===== src/rtl/carpark_gate_if.sv =====
// Lane-side signal bundle for the car park gate controller.
// master drives sensors/keypad; slave is the controller.
interface carpark_gate_if #(
   parameter int CW = 4
);
   logic          entry_req;
   logic          exit_req;
   logic [1:0]    password;
   logic          pw_valid;
   logic          car_passed;
   logic          gate_open;
   logic          entry_grant;
   logic          exit_grant;
   logic          full;
   logic          alarm;
   logic [CW-1:0] occupancy;

   modport master (
      output entry_req, exit_req, password,
      output pw_valid, car_passed,
      input  gate_open, entry_grant, exit_grant,
      input  full, alarm, occupancy
   );

   modport slave (
      input  entry_req, exit_req, password,
      input  pw_valid, car_passed,
      output gate_open, entry_grant, exit_grant,
      output full, alarm, occupancy
   );
endinterface


===== src/rtl/carpark_gate_ctrl.sv =====
// Shared entry/exit barrier sequencer with password check,
// lockout, gate-open timeout and occupancy tracking.
module carpark_gate_ctrl #(
   parameter int         CAPACITY  = 8,
   parameter int         CW        = 4,
   parameter logic [1:0] CODE      = 2'b10,
   parameter int         MAX_TRIES = 3,
   parameter int         GATE_TIME = 16,
   parameter int         LOCK_TIME = 32
) (
   input logic            clock,
   input logic            reset,
   carpark_gate_if.slave  bus
);
   localparam int GW  = $clog2(GATE_TIME + 1);
   localparam int LW  = $clog2(LOCK_TIME + 1);
   localparam int TRW = $clog2(MAX_TRIES + 1);

   typedef enum logic [2:0] {
      IDLE, CHECK, OPEN_IN, OPEN_OUT, LOCK
   } state_e;

   state_e          state_q, state_d;
   logic [CW-1:0]   occ_q, occ_d;
   logic [TRW-1:0]  tries_q, tries_d;
   logic [GW-1:0]   gtmr_q, gtmr_d;
   logic [LW-1:0]   ltmr_q, ltmr_d;
   logic            last_exit_q, last_exit_d;
   logic            full_w;
   logic            ent_ok;
   logic [TRW-1:0]  tries_inc;

   assign full_w    = (occ_q == CW'(CAPACITY));
   assign ent_ok    = bus.entry_req && !full_w;
   assign tries_inc = tries_q + 1'b1;

   always_ff @(posedge clock) begin
      if (reset) begin
         state_q     <= IDLE;
         occ_q       <= '0;
         tries_q     <= '0;
         gtmr_q      <= '0;
         ltmr_q      <= '0;
         last_exit_q <= 1'b1;
      end else begin
         state_q     <= state_d;
         occ_q       <= occ_d;
         tries_q     <= tries_d;
         gtmr_q      <= gtmr_d;
         ltmr_q      <= ltmr_d;
         last_exit_q <= last_exit_d;
      end
   end

   always_comb begin
      state_d     = state_q;
      occ_d       = occ_q;
      tries_d     = tries_q;
      last_exit_d = last_exit_q;
      // Timers run only while resident, so they restart at 0 on entry
      gtmr_d = (state_q == OPEN_IN || state_q == OPEN_OUT)
               ? gtmr_q + 1'b1 : '0;
      ltmr_d = (state_q == LOCK) ? ltmr_q + 1'b1 : '0;
      unique case (state_q)
         IDLE: begin
            if (ent_ok && (!bus.exit_req || last_exit_q)) begin
               state_d     = CHECK;
               last_exit_d = 1'b0;
            end else if (bus.exit_req) begin
               state_d     = OPEN_OUT;
               last_exit_d = 1'b1;
            end
         end
         CHECK: begin
            if (bus.pw_valid) begin
               if (bus.password == CODE) begin
                  state_d = OPEN_IN;
                  tries_d = '0;
               end else begin
                  tries_d = tries_inc;
                  if (tries_inc == TRW'(MAX_TRIES))
                     state_d = LOCK;
               end
            end else if (!bus.entry_req) begin
               state_d = IDLE;
            end
         end
         OPEN_IN: begin
            if (bus.car_passed) begin
               state_d = IDLE;
               if (!full_w) occ_d = occ_q + 1'b1;
            end else if (gtmr_q == GW'(GATE_TIME - 1)) begin
               state_d = IDLE;
            end
         end
         OPEN_OUT: begin
            if (bus.car_passed) begin
               state_d = IDLE;
               if (occ_q != '0) occ_d = occ_q - 1'b1;
            end else if (gtmr_q == GW'(GATE_TIME - 1)) begin
               state_d = IDLE;
            end
         end
         LOCK: begin
            if (ltmr_q == LW'(LOCK_TIME - 1)) begin
               state_d = IDLE;
               tries_d = '0;
            end
         end
         default: state_d = IDLE;
      endcase
   end

   always_comb begin
      bus.entry_grant = (state_q == CHECK) || (state_q == OPEN_IN);
      bus.exit_grant  = (state_q == OPEN_OUT);
      bus.gate_open   = (state_q == OPEN_IN) || (state_q == OPEN_OUT);
      bus.alarm       = (state_q == LOCK);
      bus.full        = full_w;
      bus.occupancy   = occ_q;
   end
endmodule


===== src/flat_wrapper.sv =====
// flat-port wrapper written by rule: the top's interface ports become plain ports
module carpark_gate_ctrl_flat 
#(
   parameter int         CAPACITY  = 8,
   parameter int         CW        = 4,
   parameter logic [1:0] CODE      = 2'b10,
   parameter int         MAX_TRIES = 3,
   parameter int         GATE_TIME = 16,
   parameter int         LOCK_TIME = 32
)
  (clock, reset, bus_entry_req, bus_exit_req, bus_password, bus_pw_valid, bus_car_passed, bus_gate_open, bus_entry_grant, bus_exit_grant, bus_full, bus_alarm, bus_occupancy);
  carpark_gate_if #(.CW(CW)) bus_i ();
  input logic clock;
  input logic reset;
  input wire logic [$bits(bus_i.entry_req)-1:0] bus_entry_req;
  input wire logic [$bits(bus_i.exit_req)-1:0] bus_exit_req;
  input wire logic [$bits(bus_i.password)-1:0] bus_password;
  input wire logic [$bits(bus_i.pw_valid)-1:0] bus_pw_valid;
  input wire logic [$bits(bus_i.car_passed)-1:0] bus_car_passed;
  output wire logic [$bits(bus_i.gate_open)-1:0] bus_gate_open;
  output wire logic [$bits(bus_i.entry_grant)-1:0] bus_entry_grant;
  output wire logic [$bits(bus_i.exit_grant)-1:0] bus_exit_grant;
  output wire logic [$bits(bus_i.full)-1:0] bus_full;
  output wire logic [$bits(bus_i.alarm)-1:0] bus_alarm;
  output wire logic [$bits(bus_i.occupancy)-1:0] bus_occupancy;
  assign bus_i.entry_req = bus_entry_req;
  assign bus_i.exit_req = bus_exit_req;
  assign bus_i.password = bus_password;
  assign bus_i.pw_valid = bus_pw_valid;
  assign bus_i.car_passed = bus_car_passed;
  assign bus_gate_open = bus_i.gate_open;
  assign bus_entry_grant = bus_i.entry_grant;
  assign bus_exit_grant = bus_i.exit_grant;
  assign bus_full = bus_i.full;
  assign bus_alarm = bus_i.alarm;
  assign bus_occupancy = bus_i.occupancy;
  carpark_gate_ctrl #(.CAPACITY(CAPACITY), .CW(CW), .CODE(CODE), .MAX_TRIES(MAX_TRIES), .GATE_TIME(GATE_TIME), .LOCK_TIME(LOCK_TIME)) u_core (.clock(clock), .reset(reset), .bus(bus_i));
endmodule

===== config.mk =====
export PLATFORM = sky130hd
export DESIGN_NAME = carpark_gate_ctrl_flat
export DESIGN_NICKNAME = d
export VERILOG_FILES = /design/src/rtl/carpark_gate_if.sv /design/src/rtl/carpark_gate_ctrl.sv /design/src/flat_wrapper.sv
export SDC_FILE = /design/constraint.sdc
export NUM_CORES = 1
export LEC_CHECK = 0
export BUFFER_PORTS_ARGS = -buffer_cell sky130_fd_sc_hd__buf_2
export CORE_MARGIN = 1.5
export CORE_UTILIZATION = 43
export CTS_BUF_LIST = sky130_fd_sc_hd__clkbuf_8 sky130_fd_sc_hd__clkbuf_16
export DETAILED_ROUTE_END_ITERATION = 8
export SETUP_SLACK_MARGIN = 0.15
export SKIP_LAST_GASP = 1
export SLEW_MARGIN = 20
export SYNTH_ARGS = -nofsm -noshare
export SYNTH_HDL_FRONTEND = slang
export SYNTH_SLANG_ARGS = --single-unit

===== constraint.sdc =====
create_clock -name clock -period 5.2 [get_ports clock]
set_input_delay 0.26 -clock clock [delete_from_list [all_inputs] [get_ports clock]]
set_output_delay 0.26 -clock clock [all_outputs]
set_load 0.005 [all_outputs]

# Word level (Yosys, flattened, before mapping)
# Cells that the tools add are included.
[totals]
in_bits = 8
reg_bits = 21
elab_cells = 72
output_inout_bits = 9
[classes]
addsub = 5
bitwise = 2
n_eq_ne = 19
n_mux = 21
reduce_logical = 19
[ops]
columns = ["cell", "n"]
rows = [
  ["$mux 3", 9],
  ["$mux 4", 4],
  ["$pmux 3 s4", 1],
  ["$reduce_and 5->1", 2],
  ["$ne 2x2->1 const B", 4],
  ["$pmux 4 s2", 1],
  ["$add 6x1->6 const B", 1],
  ["$eq 3x2->1 const B", 2],
  ["$eq 6x5->1 const B", 1],
  ["$mux 2", 3],
  ["$reduce_bool 2->1", 3],
  ["$reduce_or 2->1", 3],
  ["$add 5x1->5 const B", 1],
  ["$eq 5x4->1 const B", 1],
  ["$add 4x1->4 const B", 1],
  ["$eq 2x2->1 const B", 2],
  ["$eq 4x4->1 const B", 1],
  ["$ne 2x1->1 const B", 2],
  ["$ne 4x2->1 const B", 1],
  ["$pmux 2 s2", 1],
  ["$reduce_bool 4->1", 1],
  ["$sub 4x1->4 const B", 1],
  ["$eq 3x1->1 const B", 1],
  ["$eq 3x3->1 const B", 1],
  ["12 further kinds", 18],
]

# Depth between registers and ports, before layout
# Gate-level depths: netlist of run 1.
[depth]
depth_word = 6
ltp_mapped = 8
mapped_depth_nobuf = 8

# Least setup slack after synthesis of run 1
# OpenSTA, ideal clock, no wires.
[synth_timing]
kind = "register to register"
start = "register u_core.gtmr_q[0]"
end = "register u_core.state_q[0]"
slack_ns = 3.506
stages_incl_launch_ff = 9
arrival_ns = 1.607
setup_ns = 0.087
t_required_ns = 5.113
period_less_slack_ns = 1.694
path_buffers = 0
path_cell_list = "dfxtp_1 -> ha_1 -> and3_1 -> ha_1 -> nor3b_1 -> o21bai_1 -> o311a_4 -> a211o_1 -> o31ai_1"
[synth_between]
elab_chain_len = 3
[synth_lines]
columns = ["item", "line_no", "text"]
rows = [
  ["start: declaration", "carpark_gate_ctrl.sv:26", "logic [GW-1:0] gtmr_q, gtmr_d;"],
  ["start signal: assignment", "carpark_gate_ctrl.sv:49", "gtmr_q <= gtmr_d;"],
  ["$eq 5x4->1", "carpark_gate_ctrl.sv:92, carpark_gate_ctrl.sv:100", ""],
  ["$ne 3x1->1 (no line)", "n/a", ""],
  ["$reduce_and 5->1 (no line)", "n/a", ""],
  ["end signal: assignment", "carpark_gate_ctrl.sv:46", "state_q <= state_d;"],
  ["end: declaration", "carpark_gate_ctrl.sv:23", "state_e state_q, state_d;"],
]
# Every way passes these cells.
# A chain may end at the register's enable or synchronous reset.

# Worst setup path after layout of run 1
[layout_timing]
start = "register u_core.state_q[0]"
end = "register u_core.occ_q[2] (netlist: u_core.bus.occupancy[2])"
[layout_between]
elab_chain_len = 3
word_cells_on_any_way = 9
cone_classes = "eq/ne (6); mux (1); reduce/logical (2)"
[layout_lines]
columns = ["item", "line_no", "text"]
rows = [
  ["$eq 3x2->1", "carpark_gate_ctrl.sv:64", "unique case (state_q)"],
  ["$ne 2x2->1 (no line) (tied with other cells)", "n/a", ""],
  ["$reduce_and 5->1 (no line)", "n/a", ""],
  ["end signal: assignment", "carpark_gate_ctrl.sv:40", "occ_q <= '0;"],
  ["end signal: assignment", "carpark_gate_ctrl.sv:47", "occ_q <= occ_d;"],
  ["end: declaration", "carpark_gate_ctrl.sv:24", "logic [CW-1:0] occ_q, occ_d;"],
]
# Several ways; a longest one is shown, not always the timed one.

==> reports/qor.yml, run 1 <==
drt_iter0_drc: 8
path_clk_slew_ps: 70
die_x_um: 53.7
cpLargestDelayFamily: "flip-flops"
synthTopCellsByCount: "dfxtp_1, nor2_1, inv_1"
hold_buffers: 0
hp-class: "primary input to flop"
slowest_stage: "dfxtp_1"
status: "complete, no violations"
via_per_inst: 5.14
syn_avg_cell_area_um2: 8.93
num_io_pins: 17
p_comb_share_pct: 30.1
arrival_ps: 2000
synth-main-ff-cell: "dfxtp_1"
cts-root-buf: "clkbuf_8"
wl_mm: 2.08
syn-cell-area_um2: 1110
synth_largest_area_cell: "dfxtp_1"
p_int_uw: 300
synth_top_area_share_pct: 38.0
cts_tree: "yes"
die_h_um: 53.7
post-cts-setup-buffers: 0
stdcell_count: 169
hpwlAfterDp_mm: 1.54
hold_viol: 0
maxCapViolCount: 0
p_seq_share_pct: 46.3
io_buffers: 16
ys_ff_latch: 21
drc: 0
cts_htree_levels: 1
cts_buffer_depth: 2
synth_edf_count: 0
p_leak_nw: 0.541
crit_buf_inv: 0
ant_nets: 0
vias: 868
p_clk_share_pct: 23.6
netlist_instances: 124
peakVddDrop_mv: 0.194
clk_latency_ps: 260
cp-end-kind: "flop"
fmax_mhz: 540
placedCellCount: 165
synthTopCellsByArea: "dfxtp_1, nor2_1, ha_1, xnor2_1, xor2_1"
die_area_um2: 2890
cellPowerDensity_nw_per_um2: 356
wl_per_cell_um: 12.3
dr.pass1.iters: 4
initial_core_util_pct: 45.1
path_cells: "nand3b_1, xnor2_1, ha_1, and2_1, o21ai_0, xor2_1, nor2_1"
yosysMostFrequentCell: "dfxtp_1"
skew_ps: 2.29
hp-start: "reset"
rows: 18
grt_pass1_wl_mm: 3.42
dp_slack_ps: 3370
slew_violations: 0
tightest_slew_ps: 364
ys_seq_area_share_pct: 38.0
slew_headroom_pct: 75.7
criticalPathCategory: "flop to flop"
crit_fanout: 10
core_area_um2: 2450
antenna_found_initial: 0
critPathLaunchType: "flop"
reg2reg_from: "u_core.state_q[0]"
crit_required_ps: 5350
drive_gt1_share_pct: 20.1
clock-sinks: 21
yosys_warnings: 0
netSwitchingPower_uw: 144
crit_start: "u_core.state_q[0]"
gp_congestion: 0.758
final_nets: 153
syn-num-nets: 137
antenna_cells: 0
syn_to_final_growth_pct: 12.7
setup_viol: 0
rsz0062_at_grt: "no"
ys_async_sr_fraction_pct: 0
cts_made_buffers: 3
grt.total_usage_pct: 16.3
setup-tns-final_ps: 0
fin_crit_ps: 1850
timing.final.ws_setup_ps: 3350
fin_crit_sh_pct: 35.6
synthDistinctLibCells: 39
grt_overflow: 0
grt_pass1_vias: 792
ctsResizeCount: 0
worst_path_largest_cell_delay_ps: 540
grt_max_degree: 14
switching_share_pct: 32.5
-- stage by stage --
step | cell area, um2 | total power, mW | util [%] | hold slack, ps
final | 1250 | 0.444 | 50.8 | 329
after global routing | 1250 | 0.475 | 50.8 | 347
after CTS | 1250 | 0.449 | 50.8 | 334
after detailed placement | 1200 | 0.343 | 49.0 | 444
after global placement | 1200 | 0.340 | 49.0 | 429
after floorplan | 1110 | 0.310 | - | 418
-- worst register-to-register path, stage by stage (launching register included) --
cell	delay (ps)
dfxtp_1	540
nand3b_1	280
xnor2_1	200
ha_1	200
and2_1	130
o21ai_0	180
xor2_1	160
nor2_1	50
-- routing by layer --
metal	track usage [%]	vias to the layer above	share of wire, %
met5	0	-	0
met4	9.40	0	1.9
met3	2.78	5	3.2
met2	24.4	13	46
met1	21.8	398	49
li1	-	452	-
-- cell type report --
class	instances	area, um2
clock inverter	1	3.75
timing repair buffer	16	80.1
sequential	21	420
inverter	8	30.0
multi-input combinational	90	634
clock buffer	3	41.3
fill	254	1210
tap	30	37.5
-- final timing paths --
check	endpoint	cells after the start	slack, ps
worst min-delay path	u_core.bus.occupancy[1]	2	330
worst max register to register	u_core.bus.occupancy[2]	7	3350
worst max-delay path	u_core.bus.occupancy[2]	7	3350
worst min register to register	u_core.gtmr_q[0]	1	460
-- power by group through the flow --
stage	sequential (mW)	clock, mW	combinational [mW]
floorplan	0.190	0	0.119
detailed placement	0.209	0	0.134
CTS	0.205	0.108	0.135
finish	0.206	0.105	0.134
global placement	0.209	0	0.131
global route	0.209	0.114	0.152
-- sequential cells by signal, summed over array words and instances, names as in the netlist --
register / count
u_core.bus.occupancy: 4
u_core.gtmr_q: 5
u_core.last_exit_q: 1
u_core.ltmr_q: 6
u_core.state_q: 3
u_core.tries_q: 2
-- cells in the final DEF (no fill, tap or decap), types with 2 or more instances in the layout --
| master | count |
|---|---|
| buf_2 | 16 |
| o21ai_0 | 3 |
| dfxtp_1 | 21 |
| nor2b_1 | 3 |
| a21oi_1 | 5 |
| nand3_1 | 4 |
| nor2_1 | 19 |
| inv_1 | 9 |
| nand2_1 | 3 |
| nor3_1 | 2 |
| or2_2 | 3 |
| nand2b_1 | 3 |
| mux2i_1 | 2 |
| nand3b_1 | 2 |
| xnor2_1 | 7 |
| and3_1 | 3 |
| clkbuf_8 | 3 |
| ha_1 | 5 |
| a31oi_1 | 2 |
| xor2_1 | 5 |
-- kinds of logic (layout without fill, tap and decap cells) --
logic type,count (synthesis),in the layout,synth area share [%]
AO/OA/AOI/OAI,18,18,11.9
multiplexers,2,2,1.81
adder cells (fa/ha/maj),5,5,5.65
AND/OR/NAND/NOR,53,53,28.5
flip-flops,21,21,38.0
XOR/XNOR,12,12,9.49
buffers and inverters,13,28,4.75
No activity file was read; power rests on OpenSTA's default activity.
==> run 2: changes to the inputs <==
==> constraint.sdc (replaced) <==
create_clock -name clock -period 1.92 [get_ports clock]
set_input_delay 0.096 -clock clock [delete_from_list [all_inputs] [get_ports clock]]
set_output_delay 0.096 -clock clock [all_outputs]
set_load 0.005 [all_outputs]
==> reports/qor.yml, run 2 (synthesis results as in run 1) <==
grt_overflow: 0  # unchanged
fin_crit_ps: 1670  # was 1850 ps
rows: 18  # unchanged
cts_htree_levels: 1  # unchanged
critPathLaunchType: "flop"  # unchanged
criticalPathCategory: "flop to flop"  # unchanged
slew_headroom_pct: 81.4  # was 75.7%
clock-sinks: 21  # unchanged
rsz0062_at_grt: "no"  # unchanged
via_per_inst: 5.11  # was 5.14
cts-root-buf: "clkbuf_8"  # unchanged
arrival_ps: 1820  # was 2000 ps
hp-class: "primary input to flop"  # unchanged
antenna_cells: 0  # unchanged
ant_nets: 0  # unchanged
p_leak_nw: 0.544  # was 0.541 nW
cellPowerDensity_nw_per_um2: 945  # was 356 nW/um2
grt_pass1_wl_mm: 3.16  # was 3.42 mm
timing.final.ws_setup_ps: 254  # was 3350 ps
fin_crit_sh_pct: 86.8  # was 35.6%
drive_gt1_share_pct: 27.1  # was 20.1%
hold_buffers: 0  # unchanged
total_power_mw: 1.22  # was 444 uW
cts_made_buffers: 3  # unchanged
final_common_cell: "nor2_1"  # was dfxtp_1
top_register: "u_core.ltmr_q"  # unchanged
maxCapViolCount: 0  # unchanged
setup_viol: 0  # unchanged
grt.total_usage_pct: 14.8  # was 16.3%
slew_violations: 0  # unchanged
final_core_util_pct: 52.4  # was 50.8%
crit_fanout: 6  # was 10
io_buffers: 16  # unchanged
cp-end-kind: "flop"  # unchanged
vias: 869  # was 868
clk_latency_ps: 250  # was 260 ps
fill_cells: 235  # was 254
wl_mm: 2.00  # was 2.08 mm
largest_register_ffs: 6  # unchanged
fmax_mhz: 600  # was 540 MHz
hold_slack_ps: 172  # was 329 ps
path_clk_slew_ps: 80  # was 70 ps
dp_slack_ps: 130  # was 3370 ps
status: "complete, no violations"  # unchanged
die_area_um2: 2890  # unchanged
grt_max_degree: 14  # unchanged
drc: 0  # unchanged
cts_buffer_depth: 2  # unchanged
antenna_found_initial: 0  # unchanged
setup-tns-final_ps: 0  # unchanged
cts_tree: "yes"  # unchanged
wl_per_cell_um: 11.8  # was 12.3 um
initial_core_util_pct: 45.1  # unchanged
die_x_um: 53.7  # unchanged
final_nets: 154  # was 153
grt_pass1_vias: 725  # was 792
peakVddDrop_mv: 0.674  # was 0.194 mV
gp_congestion: 0.785  # was 0.758
hpwlAfterDp_mm: 1.46  # was 1.54 mm
die_h_um: 53.7  # unchanged
syn_to_final_growth_pct: 16.2  # was 12.7%
skew_ps: 2.63  # was 2.29 ps
tightest_slew_ps: 275  # was 364 ps
dr.pass1.iters: 4  # unchanged
num_io_pins: 17  # unchanged
hold_viol: 0  # unchanged
drt_iter0_drc: 4  # was 8
final_cell_mix: "nor2_1, buf_2, dfxtp_1"  # was dfxtp_1, nor2_1, buf_2
crit_required_ps: 2080  # was 5350 ps
core_area_um2: 2450  # unchanged
run 2: final cells by class:
class,count,area [um2],share of cell area [%]
clock buffers,3,41.3,3.21
flip-flops and latches,21,427,33.2
multi-input cells,90,659,51.3
inverters,8,30.0,2.33
well taps,30,37.5,2.92
repair buffers,17,87.6,6.81
clock inverters,1,3.75,0.292
run 2: final timing paths:
kind / start / end / slack [ps] / cells after the start
hold reg to reg: u_core.gtmr_q[0] / u_core.gtmr_q[0] / 460 / 1
setup reg to reg: u_core.gtmr_q[0] / u_core.state_q[2] / 250 / 8
hold / removal: reset / u_core.bus.occupancy[1] / 170 / 2
setup / recovery: u_core.gtmr_q[0] / u_core.state_q[2] / 250 / 8
run 2: metal layers:
layer  track usage [%]  vias to the layer above  wire [um]
met2              23.0                       10        908
li1                  -                      454          -
met1              21.0                      403       1020
met5                 0                        -          0
met3              2.50                        2         51
met4              3.85                        0         15
run 2: repair_timing:
item / 4_1_cts / 5_1_grt
setup buffers: 0 / 0
resized for setup: 2 / 8
endpoints found under the setup margin: 1 / 4
endpoints found under the hold margin: 0 / 0
pin swaps: 0 / 6
run 2: stage by stage:
stage | area (um2) | std cells
finish | 1290 | 170
global placement | 1210 | 166
detailed placement | 1210 | 166
floorplan | 1110 | 124
global route | 1290 | 170
CTS | 1260 | 170
run 2: report_power, final:
part           switching, mW  internal, mW  leakage (nW)  total [mW]
clock network          0.137         0.142        0.0269       0.279
logic                  0.169         0.199         0.345       0.369
registers             0.0824         0.485         0.172       0.567
run 2: worst max-delay path, cell delays in order, from the launching register on:
cell and delay (ps):
dfxtp_2 370, ha_4 140, and3_4 170, ha_2 170, nor3b_2 40, o21bai_1 170
o311a_4 250, a21oi_1 70, a211oi_1 190
==> run 3: changes to the inputs <==
--- a/config.mk
+++ b/config.mk
@@ -7,7 +7,7 @@
 export LEC_CHECK = 0
 export BUFFER_PORTS_ARGS = -buffer_cell sky130_fd_sc_hd__buf_2
 export CORE_MARGIN = 1.5
-export CORE_UTILIZATION = 43
+export CORE_UTILIZATION = 30
 export CTS_BUF_LIST = sky130_fd_sc_hd__clkbuf_8 sky130_fd_sc_hd__clkbuf_16
 export DETAILED_ROUTE_END_ITERATION = 8
 export SETUP_SLACK_MARGIN = 0.15
==> reports/qor.yml, run 3 (synthesis results as in run 1) <==
cts_tree: "yes"  # unchanged
placedCellCount: 182  # was 166
tightest_slew_ps: 299  # was 275 ps
post-cts-setup-buffers: 0  # unchanged
status: "complete, no violations"  # unchanged
initial_core_util_pct: 32.2  # was 45.1%
slew_headroom_pct: 80.1  # was 81.4%
fin_crit_sh_pct: 87.3  # was 86.8%
grt_max_degree: 14  # unchanged
crit_required_ps: 2100  # was 2080 ps
io_buffers: 16  # unchanged
design_area_um2: 1300  # was 1290 um2
largest_register_ffs: 6  # unchanged
final_core_util_pct: 37.9  # was 52.4%
setup-tns-final_ps: 0  # unchanged
maxCapViolCount: 0  # unchanged
setup_viol: 0  # unchanged
drc: 0  # unchanged
die_area_um2: 4060  # was 2890 um2
top_register: "u_core.ltmr_q"  # unchanged
via_per_inst: 4.73  # was 5.11
fill_cells: 368  # was 235
syn_to_final_growth_pct: 17.7  # was 16.2%
rsz0062_at_grt: "yes"  # was no
vias: 879  # was 869
die_x_um: 63.8  # was 53.7 um
grt_pass1_vias: 802  # was 725
crit_fanout: 6  # unchanged
cellPowerDensity_nw_per_um2: 938  # was 945 nW/um2
core_area_um2: 3440  # was 2450 um2
gp_congestion: 0.834  # was 0.785
cts_buffer_depth: 2  # unchanged
ant_nets: 0  # unchanged
rows: 21  # was 18
skew_ps: 5.35  # was 2.63 ps
placed_area_um2: 1230  # was 1210 um2
wl_per_cell_um: 11.5  # was 11.8 um
cts_made_buffers: 3  # unchanged
antenna_found_initial: 0  # unchanged
criticalPathCategory: "flop to flop"  # unchanged
num_io_pins: 17  # unchanged
setup.reg_to_reg.worst_slack_ps: 240  # was 250 ps
hpwlAfterDp_mm: 1.56  # was 1.46 mm
fmax_mhz: 597  # was 600 MHz
final_nets: 154  # unchanged
total_power_mw: 1.22  # about the same
grt_pass1_wl_mm: 3.71  # was 3.16 mm
hp-class: "primary input to flop"  # unchanged
wl_mm: 2.14  # was 2.00 mm
clock-sinks: 21  # unchanged
slew_violations: 0  # unchanged
cp-end-kind: "flop"  # unchanged
drive_gt1_share_pct: 26.4  # was 27.1%
die_h_um: 63.8  # was 53.7 um
grt_overflow: 0  # unchanged
fin_crit_ps: 1680  # was 1670 ps
critPathLaunchType: "flop"  # unchanged
final_common_cell: "nor2_1"  # unchanged
hold_buffers: 0  # unchanged
stdcell_count: 186  # was 170
peakVddDrop_mv: 0.265  # was 0.674 mV
path_clk_slew_ps: 80  # about the same
cts-root-buf: "clkbuf_8"  # unchanged
arrival_ps: 1850  # was 1820 ps
antenna_cells: 0  # unchanged
cts_htree_levels: 1  # unchanged
clk_latency_ps: 260  # was 250 ps
drt_iter0_drc: 16  # was 4
hold_viol: 0  # unchanged
p_leak_nw: 0.546  # was 0.544 nW
grt.total_usage_pct: 11.7  # was 14.8%
dr.pass1.iters: 4  # unchanged
final_cell_mix: "nor2_1, buf_2, dfxtp_1"  # unchanged
-- run 3: cell counts in the layout (fill, tap and decap cells not counted) --
No cell type changed its count.
-- run 3: repair_timing --
action	CTS	global route
pin swaps	0	6
gates resized for setup	2	8
setup endpoints to repair	1	4
-- run 3: path summary, 6_finish.rpt --
path | from | end | cells past startpoint
worst max register to register | u_core.gtmr_q[0] | u_core.state_q[0] | 8
worst min register to register | u_core.gtmr_q[0] | u_core.gtmr_q[0] | 1
worst min-delay path | reset | u_core.bus.occupancy[3] | 2
worst max-delay path | u_core.gtmr_q[0] | u_core.state_q[0] | 8
-- run 3: worst max-delay path, stage by stage (launching register included) --
cell,delay [ps]
dfxtp_4,360
ha_4,160
and3_1,180
ha_2,170
nor3b_2,140
o21bai_1,100
o311a_4,150
a211o_1,260
o31ai_1,60
-- run 3: area by class of cell --
cell class / instances / area [um2] / share of cell area, %
clock buffer: 3 / 41.3 / 3.17
clock inverter: 1 / 3.75 / 0.288
tap: 46 / 57.6 / 4.41
multi-input combinational: 90 / 654 / 50.2
timing repair buffer: 17 / 87.6 / 6.72
sequential: 21 / 429 / 32.9
inverter: 8 / 30.0 / 2.30
-- run 3: stage by stage --
stage / setup WS [ps] / hold WS, ps
finish: 245 / 166
CTS: 155 / 160
global route: 143 / 164
detailed placement: 123 / 443
global placement: 165 / 427
floorplan: 226 / 266
-- run 3: where the power goes --
| group | switching, mW | leakage (nW) | internal (mW) |
|---|---|---|---|
| combinational | 0.173 | 0.347 | 0.201 |
| clock | 0.139 | 0.0269 | 0.142 |
| sequential | 0.0808 | 0.172 | 0.486 |
| total | 0.393 | 0.546 | 0.830 |
-- run 3: metal layers --
metal	GRT usage, %	routed length, um
met5	0	0
met4	8.15	62
met3	1.58	41
met2	18.0	1010
met1	15.2	1030
